## src/rtl/bounce_gen_pkg.sv

```systemverilog
// ============================================================================
// Module   : bounce_gen_pkg
// Brief    : Shared types and constants for the contact-bounce generator.
// Revision : 1.0 - initial release
// ============================================================================
`default_nettype none

package bounce_gen_pkg;

    typedef enum logic [1:0] {
        IDLE    = 2'd0,
        CHATTER = 2'd1,
        SETTLE  = 2'd2
    } state_t;

    localparam logic [15:0] LFSR_TAPS         = 16'hB400;
    localparam logic [15:0] DEFAULT_LFSR_SEED = 16'hACE1;

    // Right-shifting Galois step; the bit shifted out selects the tap mask.
    function automatic logic [15:0] lfsr_step(input logic [15:0] s);
        return {1'b0, s[15:1]} ^ (s[0] ? LFSR_TAPS : 16'h0000);
    endfunction

endpackage

`default_nettype wire

```

## src/rtl/bounce_generator_lfsr16.sv

```systemverilog
// ============================================================================
// Module   : lfsr16
// Brief    : Free-running 16-bit Galois LFSR with synchronous reseed.
// Revision : 1.0 - initial release
// ============================================================================
`default_nettype none

module lfsr16
    import bounce_gen_pkg::*;
#(
    parameter logic [15:0] SEED = DEFAULT_LFSR_SEED
) (
    input  logic        i_Clk,
    input  logic        i_Rst,
    output logic [15:0] o_State
);

    logic [15:0] r_state;

    always_ff @(posedge i_Clk) begin
        if (i_Rst) begin
            r_state <= SEED;
        end else begin
            r_state <= lfsr_step(r_state);
        end
    end

    assign o_State = r_state;

endmodule

`default_nettype wire

```

## src/rtl/bounce_generator.sv

```systemverilog
// ============================================================================
// Module   : bounce_generator
// Brief    : Contact-bounce emulator: target edge, LFSR-spaced chatter pairs,
//            settle window, done pulse. Option macro: BOUNCE_GEN_RANDPAIRS_EN.
// Revision : 1.0 - initial release
// ============================================================================
`default_nettype none

module bounce_generator
    import bounce_gen_pkg::*;
#(
    parameter int          BOUNCE_PAIRS  = 3,
    parameter int          MIN_GAP       = 2,
    parameter int          GAP_BITS      = 3,
    parameter int          SETTLE_CYCLES = 32,
    parameter logic        INIT_LEVEL    = 1'b0,
    parameter logic [15:0] LFSR_SEED     = DEFAULT_LFSR_SEED
) (
    input  logic i_Clk,
    input  logic i_Rst,
    input  logic i_Req,
    input  logic i_Level,
    output logic o_Ready,
    output logic o_Busy,
    output logic o_Done,
    output logic o_Bouncy
);

    localparam int GAP_W    = $clog2(MIN_GAP + 2**GAP_BITS + 1);
    localparam int TOG_W    = (BOUNCE_PAIRS > 0) ? $clog2(2*BOUNCE_PAIRS + 1) : 1;
    localparam int SETTLE_W = $clog2(SETTLE_CYCLES + 1);

    state_t               r_state;
    state_t               w_next_state;
    logic                 r_bouncy;
    logic                 r_done;
    logic [GAP_W-1:0]     r_gap_cnt;
    logic [TOG_W-1:0]     r_toggles_left;
    logic [SETTLE_W-1:0]  r_settle_cnt;
    logic [15:0]          w_lfsr;
    logic [GAP_W-1:0]     w_gap;
    logic [TOG_W-1:0]     w_toggles_init;
    logic                 w_accept;
    logic                 w_change;
    logic                 w_toggle;
    logic                 w_last_toggle;
    logic                 w_unused_lfsr;

    lfsr16 #(
        .SEED (LFSR_SEED)
    ) u_lfsr (
        .i_Clk   (i_Clk),
        .i_Rst   (i_Rst),
        .o_State (w_lfsr)
    );

    assign w_gap         = GAP_W'(MIN_GAP) + GAP_W'(w_lfsr[GAP_BITS-1:0]);
    assign w_accept      = i_Req && (r_state == IDLE);
    assign w_change      = (i_Level != r_bouncy);
    assign w_toggle      = (r_state == CHATTER) && (r_gap_cnt == GAP_W'(1));
    assign w_last_toggle = w_toggle && (r_toggles_left == TOG_W'(1));
    assign w_unused_lfsr = ^w_lfsr;

`ifdef BOUNCE_GEN_RANDPAIRS_EN
    generate
        if (BOUNCE_PAIRS < 1) begin : g_randpairs_check
            $error("bounce_generator: BOUNCE_PAIRS must be >= 1 with random pair count");
        end
    endgenerate

    // Pair count drawn from the high LFSR byte, always at least one pair.
    assign w_toggles_init = TOG_W'(2 * (1 + (int'(w_lfsr[15:8]) % BOUNCE_PAIRS)));
`else
    assign w_toggles_init = TOG_W'(2 * BOUNCE_PAIRS);
`endif

    always_ff @(posedge i_Clk) begin
        if (i_Rst) begin
            r_state <= IDLE;
        end else begin
            r_state <= w_next_state;
        end
    end

    always_comb begin
        w_next_state = r_state;
        case (r_state)
            IDLE: begin
                if (w_accept) begin
                    w_next_state = (w_change && (BOUNCE_PAIRS > 0)) ? CHATTER : SETTLE;
                end
            end
            CHATTER: begin
                if (w_last_toggle) begin
                    w_next_state = SETTLE;
                end
            end
            SETTLE: begin
                if (r_settle_cnt == SETTLE_W'(1)) begin
                    w_next_state = IDLE;
                end
            end
            default: w_next_state = IDLE;
        endcase
    end

    always_comb begin
        o_Ready  = (r_state == IDLE);
        o_Busy   = (r_state == CHATTER) || (r_state == SETTLE);
        o_Done   = r_done;
        o_Bouncy = r_bouncy;
    end

    // Counters are loaded on the edge that enters a phase so each toggle
    // lands exactly one full gap after the previous edge.
    always_ff @(posedge i_Clk) begin
        if (i_Rst) begin
            r_bouncy       <= INIT_LEVEL;
            r_done         <= 1'b0;
            r_gap_cnt      <= '0;
            r_toggles_left <= '0;
            r_settle_cnt   <= '0;
        end else begin
            r_done <= 1'b0;
            case (r_state)
                IDLE: begin
                    if (w_accept) begin
                        r_bouncy       <= i_Level;
                        r_gap_cnt      <= w_gap;
                        r_toggles_left <= w_toggles_init;
                        r_settle_cnt   <= SETTLE_W'(SETTLE_CYCLES);
                    end
                end
                CHATTER: begin
                    if (w_toggle) begin
                        r_bouncy       <= ~r_bouncy;
                        r_toggles_left <= r_toggles_left - TOG_W'(1);
                        r_gap_cnt      <= w_gap;
                        if (w_last_toggle) begin
                            r_settle_cnt <= SETTLE_W'(SETTLE_CYCLES);
                        end
                    end else begin
                        r_gap_cnt <= r_gap_cnt - GAP_W'(1);
                    end
                end
                SETTLE: begin
                    r_settle_cnt <= r_settle_cnt - SETTLE_W'(1);
                    if (r_settle_cnt == SETTLE_W'(1)) begin
                        r_done <= 1'b1;
                    end
                end
                default: begin
                end
            endcase
        end
    end

endmodule

`default_nettype wire

```

## config.mk

```make
export PLATFORM = sky130hd
export DESIGN_NAME = bounce_generator
export DESIGN_NICKNAME = d
export VERILOG_FILES = /design/src/rtl/bounce_gen_pkg.sv /design/src/rtl/bounce_generator_lfsr16.sv /design/src/rtl/bounce_generator.sv
export SDC_FILE = /design/constraint.sdc
export NUM_CORES = 1
export LEC_CHECK = 0
export BUFFER_PORTS_ARGS = -buffer_cell sky130_fd_sc_hd__buf_2
export CELL_PAD_IN_SITES_DETAIL_PLACEMENT = 2
export CELL_PAD_IN_SITES_GLOBAL_PLACEMENT = 2
export CORE_UTILIZATION = 41
export DETAILED_ROUTE_END_ITERATION = 8
export GPL_ROUTABILITY_DRIVEN = 0
export HOLD_SLACK_MARGIN = 0.03
export PLACE_DENSITY = 0.89
export SYNTH_ARGS = -nofsm -noshare
export SYNTH_HDL_FRONTEND = slang
export SYNTH_SLANG_ARGS = --single-unit
```

## constraint.sdc

```tcl
create_clock -name i_Clk -period 4.64 [get_ports i_Clk]
set_clock_uncertainty 0.15 [all_clocks]
set_input_delay 0.464 -clock i_Clk [delete_from_list [all_inputs] [get_ports i_Clk]]
set_output_delay 0.464 -clock i_Clk [all_outputs]
set_load 0.01 [all_outputs]
```

---- Word level (Yosys, flattened, before mapping) ----
Cells that the tools add are included.
operators by class
  $add $sub $neg .......................... 4
  multipliers ............................. 0
  divide/modulo/power cells ............... 0
  $lt $le $gt $ge ......................... 0
  equal/unequal tests ..................... 10
  shift operators ......................... 0
  muxes and demuxes ....................... 20
  bitwise logic cells ..................... 3
  reduce and logical (&&, ||, !) cells .... 12
operators with widths
  kind                                              number
  2-to-1 mux 6 bit                                  3
  case mux 6 bit (3 select lines)                   1
  2-to-1 mux 16 bit                                 1
  bitwise XOR 15 x 16 -> 16 bit                     1
  2-to-1 mux 2 bit                                  4
  2-to-1 mux 4 bit                                  2
  case mux 4 bit (2 select lines)                   1
  == test 6 x 1 -> 1 bit, second input constant     1
  2-to-1 mux 3 bit                                  2
  != test 2 bit, second input constant              3
  case mux 2 bit (3 select lines)                   1
  case mux 3 bit (2 select lines)                   1
  AND reduction 3 bit                               2
  subtractor 6 x 1 -> 6 bit, second input constant  1
  adder 2 x 3 -> 4 bit, first input constant        1
  == test 4 x 1 -> 1 bit, second input constant     1
  AND reduction 4 bit                               1
  subtractor 4 x 1 -> 4 bit, second input constant  1
  == test 3 x 1 -> 1 bit, second input constant     1
  logical AND 1 bit                                 3
  2-to-1 mux 1 bit                                  3
  nonzero test 3 bit                                1
  subtractor 3 x 1 -> 3 bit, second input constant  1
  == test 2 x 1 -> 1 bit, second input constant     1
  other kinds (10)                                  11
word-level totals
  register bits after elaboration ......... 33
  bits in latches ......................... 0
  bits in writable memories ............... 0
  memory bits (read-only) ................. 0
  bits of input ports ..................... 4
  output and inout bits ................... 4
  word-level logic and storage cells ...... 56
  memories ................................ 0

---- Logic depth before layout (Yosys ltp) ----
Gate-level depths: netlist of run 1.
  depth in word-level cells ............... 6
  depth in mapped cells ................... 7
  gate-level depth less buffers ........... 6

---- Cells and area by module ----
A second synthesis of run 1 with hierarchy kept.
unflattened totals
  cells, all modules ...................... 162
  area total of the unflattened synthesis .. 1577.8 µm²
by module, submodules not included
  module            times used  cells an instance  area an instance (µm²)  seq. area each (µm²)
  bounce_generator  1           126                1114.8                  340.3
  lfsr16            1           36                 462.9                   320.3

---- Worst setup path before layout of run 1 ----
Ideal clock, no wire load.
  kind .................................... reg2reg
  start point ............................. register r_state[0]
  end point ............................... register r_state[0]
  library setup time ...................... 0.123 ns
  arrival time ............................ 1.641 ns
  data required time ...................... 4.367 ns
  setup slack ............................. 2.726 ns
  cell stages (with the launch flop) ...... 6
  path buffers ............................ 0
  period minus slack after synthesis ...... 1.914 ns
  cell sequence ........................... dfxtp_1 inv_1 ha_1 and2b_1 a2111oi_4 mux2_1
between the ends
  elaborated cells between the ends (all ways) .. 11
  classes of those cells .................. eq/ne (5); mux (1); reduce/logical (5)
RTL lines
  item                                     line                    source
  from (decl)                              bounce_generator.sv:33  state_t r_state;
  from (signal assigned)                   bounce_generator.sv:81  r_state <= w_next_state;
  zero test 2 bit (*)                      --
  named net o_Ready                        bounce_generator.sv:23  output logic o_Ready,
  logical AND 1 bit                        bounce_generator.sv:58  assign w_accept = i_Req && (r_state == IDLE);
  != test 2 x 1 -> 1 bit (no source line)  --
  AND reduction 3 bit (no source line)     --
Mark *: on every way through the listed nets, which the timed path passes. The rest lies on a longest branch.
A chain may end at the register's enable or synchronous reset.

---- Worst setup path after layout of run 1 ----
  start point ............................. register r_state[1]
  end point ............................... register r_gap_cnt[3]
between the ends
  cells in the longest elaborated chain, start to end .. 4
  elaborated cells between the ends (all ways) .. 9
  classes of those cells .................. eq/ne (2); mux (2); reduce/logical (5)
ends and longest elaborated chain
  item                                                                    line                                                                     source
  == test 2 x 1 -> 1 bit or zero test 2 bit (tied branches)               bounce_generator.sv:60, bounce_generator.sv:125, bounce_generator.sv:58
  logical AND 1 bit (on tied branches)                                    bounce_generator.sv:60, bounce_generator.sv:58
  2-to-1 mux 4 bit or != test 2 x 1 -> 1 bit (tied branches)              --
  case mux 4 bit (2 select lines) or AND reduction 2 bit (tied branches)  --
  to (signal assigned)                                                    bounce_generator.sv:129                                                  r_gap_cnt <= w_gap;
  to (signal assigned)                                                    bounce_generator.sv:138                                                  r_gap_cnt <= w_gap;
  to (signal assigned)                                                    bounce_generator.sv:143                                                  r_gap_cnt <= r_gap_cnt - GAP_W'(1);
  to (decl)                                                               bounce_generator.sv:37                                                   logic [GAP_W-1:0] r_gap_cnt;
Several ways; a longest one is shown, not always the timed one.

==> summary.md, run 1 <==
| Metric | Value |
|---|---|
| Crit path DAT | between 2 and 3 ns |
| # Post-CTS Setup Buffers | 0 |
| Vias in the first global route | roughly 1.4k |
| Root Driver | clkbuf_8 |
| Sequential area share after synthesis | between 40% and 50% |
| Unrepaired setup endpoints after global routing | false |
| Initial antenna violation count | 0 |
| Crit path max-delay cell type | o21ai_0 |
| Worst-path clk slew | roughly 0.070 ns |
| Synthesis Warnings | 0 |
| Total CTS buffers | 5 |
| Drt wl/cell | roughly 19 um |
| Post-route insts no fill | roughly 220 |
| Tot Pwr | ~1.0 mW |
| Total grt overflow | 0 |
| Drt pass-1 iters | 4 |
| CTS HTree Levels | 2 |
| First DRT Iteration DRCs | 16 |
| Clock Latency Late Sink | 0.30 ns |
| First-pass GRT wire length | a little over 7 mm |
| Outcome | complete, no violations |
| WP buf/inv | 2 |
| TritonCTS clock tree | yes |
| CTS Hold Bufs | 0 |
| Number of synthesized register bits | 33 |
| HPWL after detailed placement | about 2.8 mm |
| Nature of the critical path endpoint | flip-flop |
| CTS sink cnt | 33 |
| Routing usage on met2 | between 40% and 50% |
| Top delay family on crit path | compound AO/OA/AOI/OAI gates |
| Most used DFF post-synth | dfxtp_1 |
| Starting Density | a little over two fifths |
| Vias per cell | roughly 5.6 |
| Synthesized cell area | approximately 0.0016 sq mm |
| Worst setup SP type | flip-flop |
| Filler instances | 416 |
| Post-cts resize count | 0 |
| Post-synth EDFFs | 0 |
| # DRC | 0 |
| Via count | roughly 1.2k |
| Worst-path maximum fanout | 11 |
| Io pins | 8 |
| Die Wd | between 60 and 70 um |
| Pwr Density | between 500 and 600 mW/mm^2 |
| VDD IR max | 0.000293 V |
| Row Count | 22 |
| Slew Viols, Final | 0 |
| Detail Route Antenna Nets | 0 |
| CP Cell Sequence | inv_1 > ha_1 > inv_1 > o21ai_0 > o21ai_0 > a32o_1 |
| Die area | 0.00411 sq mm |
| Met1 track utilization from global routing | 25.0% |
| DRT Wirelength | between 4 and 5 mm |
| Area growth, synth to finish | 11.4% |
| Busiest grt layer | met2 |
| Met3 GRT Util | ~7.0% |
| Fin crit share | a little under three fifths |
| Final WS setup | 2.02 ns |
| Worst Tran Pin Value | ~0.6 ns |
| Netlist cell types | 42 |
| Post-synth ARST share | 0% |
| Nets | 185 |
| CP Class | flip-flop to flip-flop |
| CTS Buffer Depth | 2 |
| Diodes inserted | 0 |
| HP Class | flip-flop to flip-flop |
| Most frequent cells in the layout | dfxtp_1, ha_1, inv_1, nand2_1 |
| Core box area | about 0.0037 sq mm |
| Setup-failing EPs final | 0 |
| Die Ht | 64.1 um |
| Commonest non-fill, non-tap cell in the layout | dfxtp_1 |
| Synth Area per Inst | 9.77 sq um |
| Overall global routing resource usage | 23.8% |
| Dpl ws | between 2 and 2.5 ns |
| Fin. Hold Viols | 0 |
| Max_cap viols | 0 |
| Pin count of the biggest net entering global routing | 34 |
| Pleak | 0.690 nW |
| Layout cell share with drive strength beyond 1 | between 10% and 20% |
| Slew margin rel. | slightly below 60% |
| Req. time, crit path | about 4.7 ns |
| Post-route setup TNS | 0 ns |
| Gate Count Post-Synth | about 160 |
| Syn nets | around 180 |
| IO buf count | 7 |
| FMAX | between 0.3 and 0.4 GHz |
| Max incr delay on CP | 0.56 ns |
| Minimum clock period | 2.62 ns |
| Placed Cells | around 210 |
==> cell usage after synthesis, types with 3 or more instances <==
| cell type | number | area (sq um) |
|---|---|---|
| a21oi_1 | 6 | 30.0 |
| a311oi_1 | 4 | 35.0 |
| a31oi_1 | 3 | 18.8 |
| a32o_1 | 3 | 30.0 |
| clkbuf_1 | 4 | 15.0 |
| dfxtp_1 | 33 | 661 |
| ha_1 | 11 | 138 |
| inv_1 | 10 | 37.5 |
| nand2_1 | 10 | 37.5 |
| nand2b_1 | 3 | 18.8 |
| nand3_1 | 5 | 25.0 |
| nor2_1 | 7 | 26.3 |
| nor2b_1 | 8 | 50.1 |
| nor3_1 | 5 | 25.0 |
| o21ai_0 | 8 | 40.0 |
| or2_2 | 7 | 43.8 |
| xnor2_1 | 4 | 35.0 |
==> state kept, by name, summed over array words and instances (netlist names) <==
name,cells
r_toggles_left,3
o_Done,1
r_settle_cnt,6
r_gap_cnt,4
r_state,2
u_lfsr.o_State,16
o_Bouncy,1
==> final cells by class <==
class	count	area, sq um	area share, %
clock inverter	1	30.0	1.70
inverter	10	37.5	2.13
sequential	33	661	37.5
tap	48	60.1	3.41
timing repair buffer	7	35.0	1.99
multi-input combinational	113	853	48.4
clock buffer	7	86.3	4.90
==> stage by stage <==
step	hold WS [ns]	area, sq um	util (%)
after detailed placement	0.252	1650	44.6
after global placement	0.245	1650	44.6
after CTS	0.276	1760	47.8
after floorplan	0.239	1580	-
final	0.274	1760	47.8
after global routing	0.293	1760	47.8
==> final timing paths <==
path | startpoint | to | slack [ns] | depth (start not counted)
max | r_state[1]$_SDFFE_PP0P_ | r_gap_cnt[3]$_SDFFE_PP0P_ | 2.02 | 6
min reg2reg | u_lfsr.o_State[12]$_SDFF_PP0_ | u_lfsr.o_State[11]$_SDFF_PP1_ | 0.27 | 1
max reg2reg | r_state[1]$_SDFFE_PP0P_ | r_gap_cnt[3]$_SDFFE_PP0P_ | 2.02 | 6
min | u_lfsr.o_State[12]$_SDFF_PP0_ | u_lfsr.o_State[11]$_SDFF_PP1_ | 0.27 | 1
==> logic make-up after synthesis <==
logic type               after synthesis  synth area share, %
adder cells (fa/ha/maj)               11                 8.70
multiplexers                           3                 2.29
XOR/XNOR                               4                 2.21
buffers and inverters                 16                 4.35
flip-flops                            33                 41.7
AND/OR/NAND/NOR                       61                 22.8
AO/OA/AOI/OAI                         34                 17.9
==> power breakdown <==
group / switching (mW) / total [mW] / leakage, nW / internal, mW
sequential: 0.0527 / 0.388 / 0.273 / 0.335
clock: 0.107 / 0.282 / 0.0585 / 0.175
combinational: 0.217 / 0.371 / 0.359 / 0.154
total: 0.377 / 1.04 / 0.690 / 0.665
==> layer usage <==
| layer | wire (um) | up-vias |
|---|---|---|
| li1 | - | 587 |
| met1 | 1810 | 615 |
| met2 | 2190 | 17 |
| met3 | 106 | 10 |
| met4 | 103 | 0 |
| met5 | 0 | - |
Power figures use the tool's default switching activity.
==> run 2, diff against run 1 <==
--- a/config.mk
+++ b/config.mk
@@ -5,14 +5,15 @@
 export SDC_FILE = /design/constraint.sdc
 export NUM_CORES = 1
 export LEC_CHECK = 0
+export ABC_AREA = 1
 export BUFFER_PORTS_ARGS = -buffer_cell sky130_fd_sc_hd__buf_2
 export CELL_PAD_IN_SITES_DETAIL_PLACEMENT = 2
 export CELL_PAD_IN_SITES_GLOBAL_PLACEMENT = 2
-export CORE_UTILIZATION = 41
+export CORE_UTILIZATION = 35
 export DETAILED_ROUTE_END_ITERATION = 8
 export GPL_ROUTABILITY_DRIVEN = 0
 export HOLD_SLACK_MARGIN = 0.03
-export PLACE_DENSITY = 0.89
+export PLACE_DENSITY = 0.84
 export SYNTH_ARGS = -nofsm -noshare
 export SYNTH_HDL_FRONTEND = slang
 export SYNTH_SLANG_ARGS = --single-unit
==> constraint.sdc (replaced) <==
create_clock -name i_Clk -period 2.7 [get_ports i_Clk]
set_clock_uncertainty 0.15 [all_clocks]
set_input_delay 0.27 -clock i_Clk [delete_from_list [all_inputs] [get_ports i_Clk]]
set_output_delay 0.27 -clock i_Clk [all_outputs]
set_load 0.01 [all_outputs]
==> summary.md, run 2 <==
| Metric | Value |
|---|---|
| Post-synth ARST share | 0% (unchanged) |
| Top-count cell post-synth | nand2_1 |
| Overall global routing resource usage | 18.7% (-5.2 points) |
| Via count | 1297 (+5.5%) |
| Crit path DAT | 1.90 ns (-0.76 ns) |
| First-pass GRT wire length | 6.29 mm (-12%) |
| Post-route insts no fill | 266 (+21%) |
| Cell taking the most area after synthesis | dfxtp_1 |
| Filler instances | 501 (+20%) |
| Die Wd | 68.7 um (+7.1%) |
| Hold Crit Depth | 5 (+4) |
| CTS Hold Bufs | 0 (unchanged) |
| Commonest non-fill, non-tap cell in the layout | nand2_1 |
| CTS Buffer Depth | 2 (unchanged) |
| Synth Area per Inst | 7.59 sq um (-22%) |
| Commonest cells in the synthesized netlist | nand2_1, dfxtp_1, inv_1, nor2_1, a21oi_1 |
| IO buf count | 7 (unchanged) |
| Total grt overflow | 0 (unchanged) |
| Vias in the first global route | 1425 (-1.4%) |
| Fin. Hold Viols | 0 (unchanged) |
| Io pins | 8 (unchanged) |
| Tot Pwr | 2.10 mW (+100%) |
| Worst setup SP type | flip-flop |
| Area contributors post-synth | dfxtp_1, ha_1, nand2_1 |
| HP Class | primary input to flip-flop |
| First DRT Iteration DRCs | 47 (+31) |
| Root Driver | clkbuf_8 |
| Synthesized cell area | 0.00156 sq mm (-1.7%) |
| HPWL after detailed placement | 2.84 mm (+3.0%) |
| Vias per cell | 4.88 (-13%) |
| Wl on met1 | 1.71 mm (-5.9%) |
| Worst R2R Path Depth | 9 (+3) |
| Pleak | 0.810 nW (+18%) |
| Placed Cells | 258 (+22%) |
| Row Count | 23 (+4.5%) |
| Minimum clock period | 1.85 ns (-0.778 ns) |
| Post-cts resize count | 0 (unchanged) |
| Reg-to-reg slack, setup | 0.85 ns (-1.16 ns) |
| Worst Tran Pin Value | 0.493 ns (-0.108 ns) |
| DRT Wirelength | 3.83 mm (-9.1%) |
| Sequential area share after synthesis | 42.5% (+0.74 points) |
| Met2 Wirelength | 2.03 mm (-7.2%) |
| Pin count of the biggest net entering global routing | 28 (-18%) |
| Hold Path End | o_Bouncy$_SDFFE_PP0P_ |
| TritonCTS clock tree | yes |
| Detail Route Antenna Nets | 0 (unchanged) |
| CP Class | flip-flop to flip-flop |
| Max incr delay on CP | 0.38 ns (-0.18 ns) |
| Worst-path maximum fanout | 8 (-3) |
| Req. time, crit path | 2.76 ns (-1.92 ns) |
| Drt pass-1 iters | 2 (-2) |
| Nets | 230 (+24%) |
| CTS HTree Levels | 2 (unchanged) |
| Die area | 0.00471 sq mm (+15%) |
| Most frequent cells in the layout | nand2_1, dfxtp_1, inv_1, nor2_1, a21oi_1 |
| Most used DFF post-synth | dfxtp_1 |
| # DRC | 0 (unchanged) |
| Reg2Reg Launch Point | r_state[0]$_SDFFE_PP0P_ |
| VDD IR max | 0.000672 V (+130%) |
| Top-area cell type share of the netlist area | 42.5% (+0.74 points) |
| Worst Min Path Start | i_Level |
| Die Ht | 68.7 um (+7.1%) |
| Number of synthesized register bits | 33 (unchanged) |
| CP dominant cell by count | inv_2 |
| Fin crit share | 68.4% (+12 points) |
| Critical R2R Capture | r_settle_cnt[3]$_SDFFE_PP0P_ |
| Uppermost layer routed | met4 |
| Core box area | 0.00414 sq mm (+12%) |
| CTS sink cnt | 33 (unchanged) |
| Area growth, synth to finish | 10.6% |
| Clock Latency Late Sink | 0.28 ns (-0.02 ns) |
| Outcome | complete, no violations |
| Unrepaired setup endpoints after global routing | false |
| Gate Count Post-Synth | 205 (+27%) |
| Diodes inserted | 0 (unchanged) |
| Total CTS buffers | 5 (unchanged) |
| # Post-CTS Setup Buffers | 0 (unchanged) |
| Slew margin rel. | 67.1% (+7.6 points) |
| Setup-failing EPs final | 0 (unchanged) |
| Synthesis Warnings | 0 (unchanged) |
| Nature of the critical path endpoint | flip-flop |
| Largest register FFs | 16 (unchanged) |
| Pwr Density | 1220 mW/mm^2 (+110%) |
| Netlist cell types | 25 (-40%) |
| Layout cell share with drive strength beyond 1 | 15.7% (-3.6 points) |
| Top delay family on crit path | flip-flops |
| Starting Density | 37.5% (-5.4 points) |
| Crit path max-delay cell type | dfxtp_1 |
| Initial antenna violation count | 0 (unchanged) |
| Final Util | 41.5% (-6.3 points) |
| Post-route setup TNS | 0 ns (unchanged) |
| CP Cell Sequence | inv_1 > ha_1 > inv_2 > nor2_1 > a21oi_2 > nand3_2 > inv_2 > nand2_1 > a21oi_1 |
| Drt wl/cell | 14.4 um (-25%) |
| Worst-path clk slew | 0.07 ns (about the same) |
| Max_cap viols | 0 (unchanged) |
| Syn nets | 220 (+24%) |
| WP buf/inv | 3 (+1) |
| Slew Viols, Final | 0 (unchanged) |
| Met3 wire length | 71 um (-33%) |
| FMAX | 0.542 GHz (+42%) |
| Post-synth EDFFs | 0 (unchanged) |
run 2: cell count changes after synthesis, sizes merged, moves of 6 or more:
cell,delta
inv,+23
o21ai,+6
nor2,+21
a21oi,+11
nor2b,-8
nand2,+29
run 2: through the flow:
stage / worst slack [ns] / cell area, sq um / hold slack [ns]
global route: 0.675 / 1720 / 0.272
finish: 0.853 / 1720 / 0.235
CTS: 0.829 / 1720 / 0.238
detailed placement: 0.862 / 1630 / 0.246
floorplan: 1.06 / 1560 / 0.238
global placement: 0.998 / 1630 / 0.239
run 2: logic make-up (layout without fill, tap and decap cells):
logic type,count (synthesis),in the layout,synth area share [%]
AO/OA/AOI/OAI,33,33,12.1
XOR/XNOR,4,4,2.25
adder cells (fa/ha/maj),11,11,8.85
buffers and inverters,38,49,9.90
flip-flops,33,33,42.5
AND/OR/NAND/NOR,86,86,24.5
run 2: worst reg2reg max path, stage by stage (launching register included):
cell and delay, ns:
dfxtp_1 0.38, inv_1 0.09, ha_1 0.25, inv_2 0.12, nor2_1 0.06, a21oi_2 0.21
nand3_2 0.20, inv_2 0.14, nand2_1 0.06, a21oi_1 0.12
run 2: how the worst max path moves through the flow:
stage | startpoint | to | slack [ns] | cells after the start
floorplan | r_state[0]$_SDFFE_PP0P_ | r_settle_cnt[1]$_SDFFE_PP0P_ | 1.06 | 8
global placement | r_state[0]$_SDFFE_PP0P_ | r_settle_cnt[1]$_SDFFE_PP0P_ | 1.0 | 8
detailed placement | r_state[0]$_SDFFE_PP0P_ | r_settle_cnt[1]$_SDFFE_PP0P_ | 0.86 | 8
CTS | r_state[0]$_SDFFE_PP0P_ | r_settle_cnt[1]$_SDFFE_PP0P_ | 0.83 | 8
global route | r_state[0]$_SDFFE_PP0P_ | r_settle_cnt[1]$_SDFFE_PP0P_ | 0.68 | 8
finish | r_state[0]$_SDFFE_PP0P_ | r_settle_cnt[3]$_SDFFE_PP0P_ | 0.85 | 9
run 2: final cells by class:
class	count	area, sq um	area share (%)
multi-input cells	134	741	43.1
repair buffers	7	35.0	2.04
flip-flops and latches	33	661	38.4
clock buffers	5	68.8	4.00
inverters	34	135	7.85
well taps	50	62.6	3.64
clock inverters	3	17.5	1.02
run 2: where the power goes:
group          switching [mW]  total (mW)  internal, mW
Combinational           0.697        1.06         0.361
Clock                   0.183       0.360         0.178
Sequential             0.0883       0.687         0.598
run 2: routing by layer:
metal | GRT usage [%] | up-vias
met4 | 5.73 | 0
met3 | 3.95 | 2
li1 | - | 654
met5 | 0 | -
met2 | 35.3 | 10
met1 | 20.5 | 631
==> run 3, diff against run 2 <==
--- a/config.mk
+++ b/config.mk
@@ -5,11 +5,11 @@
 export SDC_FILE = /design/constraint.sdc
 export NUM_CORES = 1
 export LEC_CHECK = 0
-export ABC_AREA = 1
+export ABC_AREA = 0
 export BUFFER_PORTS_ARGS = -buffer_cell sky130_fd_sc_hd__buf_2
 export CELL_PAD_IN_SITES_DETAIL_PLACEMENT = 2
 export CELL_PAD_IN_SITES_GLOBAL_PLACEMENT = 2
-export CORE_UTILIZATION = 35
+export CORE_UTILIZATION = 38
 export DETAILED_ROUTE_END_ITERATION = 8
 export GPL_ROUTABILITY_DRIVEN = 0
 export HOLD_SLACK_MARGIN = 0.03
==> constraint.sdc (replaced) <==
create_clock -name i_Clk -period 1.9 [get_ports i_Clk]
set_clock_uncertainty 0.15 [all_clocks]
set_input_delay 0.19 -clock i_Clk [delete_from_list [all_inputs] [get_ports i_Clk]]
set_output_delay 0.19 -clock i_Clk [all_outputs]
set_load 0.01 [all_outputs]
==> summary.md, run 3 (same netlist as run 1, synthesis figures left out) <==
| Metric | Value |
|---|---|
| Sw Share | 40.6% (-5.4 points) |
| Slew margin rel. | 72.4% (+5.3 points) |
| Reg2Reg Launch Point | r_state[0]$_SDFFE_PP0P_ |
| Clock power frac | 20.5% (+3.4 points) |
| Slew Viols, Final | 0 (unchanged) |
| HPWL after detailed placement | 3.20 mm (+13%) |
| Worst Setup SP | r_state[0]$_SDFFE_PP0P_ |
| Vias per cell | 5.74 (+18%) |
| Comb power frac | 45.7% (-4.6 points) |
| Largest register FFs | 16 (unchanged) |
| Commonest non-fill, non-tap cell in the layout | dfxtp_1 |
| Starting Density | 39.6% (+2.0 points) |
| Total grt overflow | 0 (unchanged) |
| Worst Tran Pin Value | 0.414 ns (-0.0790 ns) |
| Diodes inserted | 0 (unchanged) |
| Nature of the critical path endpoint | flip-flop |
| Die Ht | 66.5 um (-3.1%) |
| CTS sink cnt | 33 (unchanged) |
| Placed inst area | 0.00173 sq mm (+5.7%) |
| Pleak | 0.793 nW (-2.1%) |
| Internal power | 1.76 mW (+54%) |
| Unrepaired setup endpoints after global routing | true |
| Worst setup SP type | flip-flop |
| Detail Route Antenna Nets | 0 (unchanged) |
| Drt wl/cell | 25.3 um (+76%) |
| Layout cell share with drive strength beyond 1 | 38.1% (+22 points) |
| Final Util | 50.0% (+8.5 points) |
| Worst R2R Path Depth | 5 (-4) |
| Clock Latency Late Sink | 0.30 ns (+0.02 ns) |
| Final Cell Area | 0.00200 sq mm (+16%) |
| CTS Buffer Depth | 2 (unchanged) |
| Total CTS buffers | 5 (unchanged) |
| Pin count of the biggest net entering global routing | 18 (-36%) |
| Die Wd | 66.5 um (-3.1%) |
| Post-route insts no fill | 239 (-10%) |
| Row Count | 23 (unchanged) |
| Worst-path maximum fanout | 3 (-5) |
| Worst-path clk slew | 0.08 ns (about the same) |
| Overall global routing resource usage | 26.4% (+7.8 points) |
| FMAX | 0.507 GHz (-6.3%) |
| Critical Path Sink | r_state[1]$_SDFFE_PP0P_ |
| HP Class | primary input to flip-flop |
| Area growth, synth to finish | 26.4% |
| Minimum clock period | 1.97 ns (+0.124 ns) |
| VDD IR max | 0.000534 V (-20%) |
| # DRC | 0 (unchanged) |
| CTS Hold Bufs | 0 (unchanged) |
| DRT Wirelength | 6.06 mm (+58%) |
| Final WS setup | -0.0710 ns (-0.924 ns) |
| Share of power burned in registers | 33.8% (+1.2 points) |
| Outcome | complete, but fails checks |
| Nets | 203 (-12%) |
| CP Class | flip-flop to flip-flop |
| First DRT Iteration DRCs | 48 (+2.1%) |
| Most frequent cells in the layout | dfxtp_1, buf_4, nand2_1 |
| Setup-failing EPs final | 3 (+3) |
| Hold Crit Depth | 3 (-2) |
| IO buf count | 7 (unchanged) |
| Max_cap viols | 0 (unchanged) |
| TritonCTS clock tree | yes |
| Fin. Hold Viols | 0 (unchanged) |
| Failing checks | setup timing |
| Fin crit share | 104% (+35 points) |
| Via count | 1372 (+5.8%) |
| Initial antenna violation count | 0 (unchanged) |
| First-pass GRT wire length | 8.08 mm (+28%) |
| CTS HTree Levels | 2 (unchanged) |
| NetSw | 1.20 mW (+24%) |
| Req. time, crit path | 1.93 ns (-0.83 ns) |
| Drt pass-1 iters | 4 (+2) |
| Die area | 0.00443 sq mm (-6.1%) |
| Crit path DAT | 2.00 ns (+0.10 ns) |
| Io pins | 8 (unchanged) |
| Reg-to-reg slack, setup | -0.07 ns (-0.92 ns) |
| Vias in the first global route | 1531 (+7.4%) |
| Pwr Density | 1480 mW/mm^2 (+21%) |
| Placed Cells | 223 (-14%) |
| Critical R2R Capture | r_state[1]$_SDFFE_PP0P_ |
| Root Driver | clkbuf_8 |
| Core box area | 0.00400 sq mm (-3.5%) |
## run 3: changes by cell type in the layout (fill, tap and decap cells not counted), sizes merged, moves of 6 or more
cell / change
inv: -23
nand2: -29
a21oi: -11
buf: +18
nor2: -21
nor2b: +8
o21ai: -6
## run 3: worst min-delay path by stage
stage | start | endpoint | slack, ns
after floorplan | i_Rst | u_lfsr.o_State[10]$_SDFF_PP1_ | 0.19
after global placement | u_lfsr.o_State[12]$_SDFF_PP0_ | u_lfsr.o_State[11]$_SDFF_PP1_ | 0.25
after detailed placement | u_lfsr.o_State[7]$_SDFF_PP1_ | u_lfsr.o_State[6]$_SDFF_PP1_ | 0.25
after CTS | i_Level | o_Bouncy$_SDFFE_PP0P_ | 0.11
after global routing | i_Level | o_Bouncy$_SDFFE_PP0P_ | 0.18
final | i_Level | o_Bouncy$_SDFFE_PP0P_ | 0.18
## run 3: worst max-delay path, cell delays in order (launching register included)
cell	delay, ns
dfxtp_4	0.40
inv_4	0.06
ha_4	0.16
and2b_2	0.25
a2111oi_4	0.47
mux2_4	0.36
## run 3: routing by layer
| layer | up-vias | wire length [um] | GRT usage, % |
|---|---|---|---|
| met4 | 0 | 275 | 18.9 |
| met1 | 687 | 2640 | 28.4 |
| met5 | - | 0 | 0 |
| met2 | 46 | 2890 | 44.4 |
| met3 | 20 | 253 | 6.85 |
| li1 | 619 | - | - |
## run 3: power groups by stage
stage	clock (mW)	combinational [mW]	sequential, mW
floorplan	0	0.687	0.925
global placement	0	0.890	0.940
detailed placement	0	0.979	0.962
CTS	0.604	1.11	0.967
global route	0.648	1.43	1.01
finish	0.605	1.35	0.998
## run 3: final cells by class
class                           count  area (sq um)
Clock buffer                        7          96.3
Clock inverter                      1          5.00
Fill cell                         406          2000
Inverter                           10          42.5
Multi-Input combinational cell    113           950
Sequential cell                    33           671
Tap cell                           50          62.6
Timing Repair Buffer               25           174
## run 3: metrics by stage
stage / hold slack, ns / setup TNS [ns] / power, mW / setup WS [ns]
after floorplan: 0.192 / 0 / 1.61 / 0.0607
after global placement: 0.245 / 0 / 1.83 / 0.0721
after detailed placement: 0.252 / -0.584 / 1.94 / -0.119
after CTS: 0.106 / 0 / 2.68 / 0.00417
after global routing: 0.178 / -0.317 / 3.09 / -0.0923
final: 0.175 / -0.179 / 2.96 / -0.0710
## run 3: what timing repair did
item | CTS | global route
gates cloned | 0 | 0
setup endpoints to repair | 13 | 14
gates resized for setup | 16 | 13
setup buffers | 4 | 4
pin swaps | 3 | 7
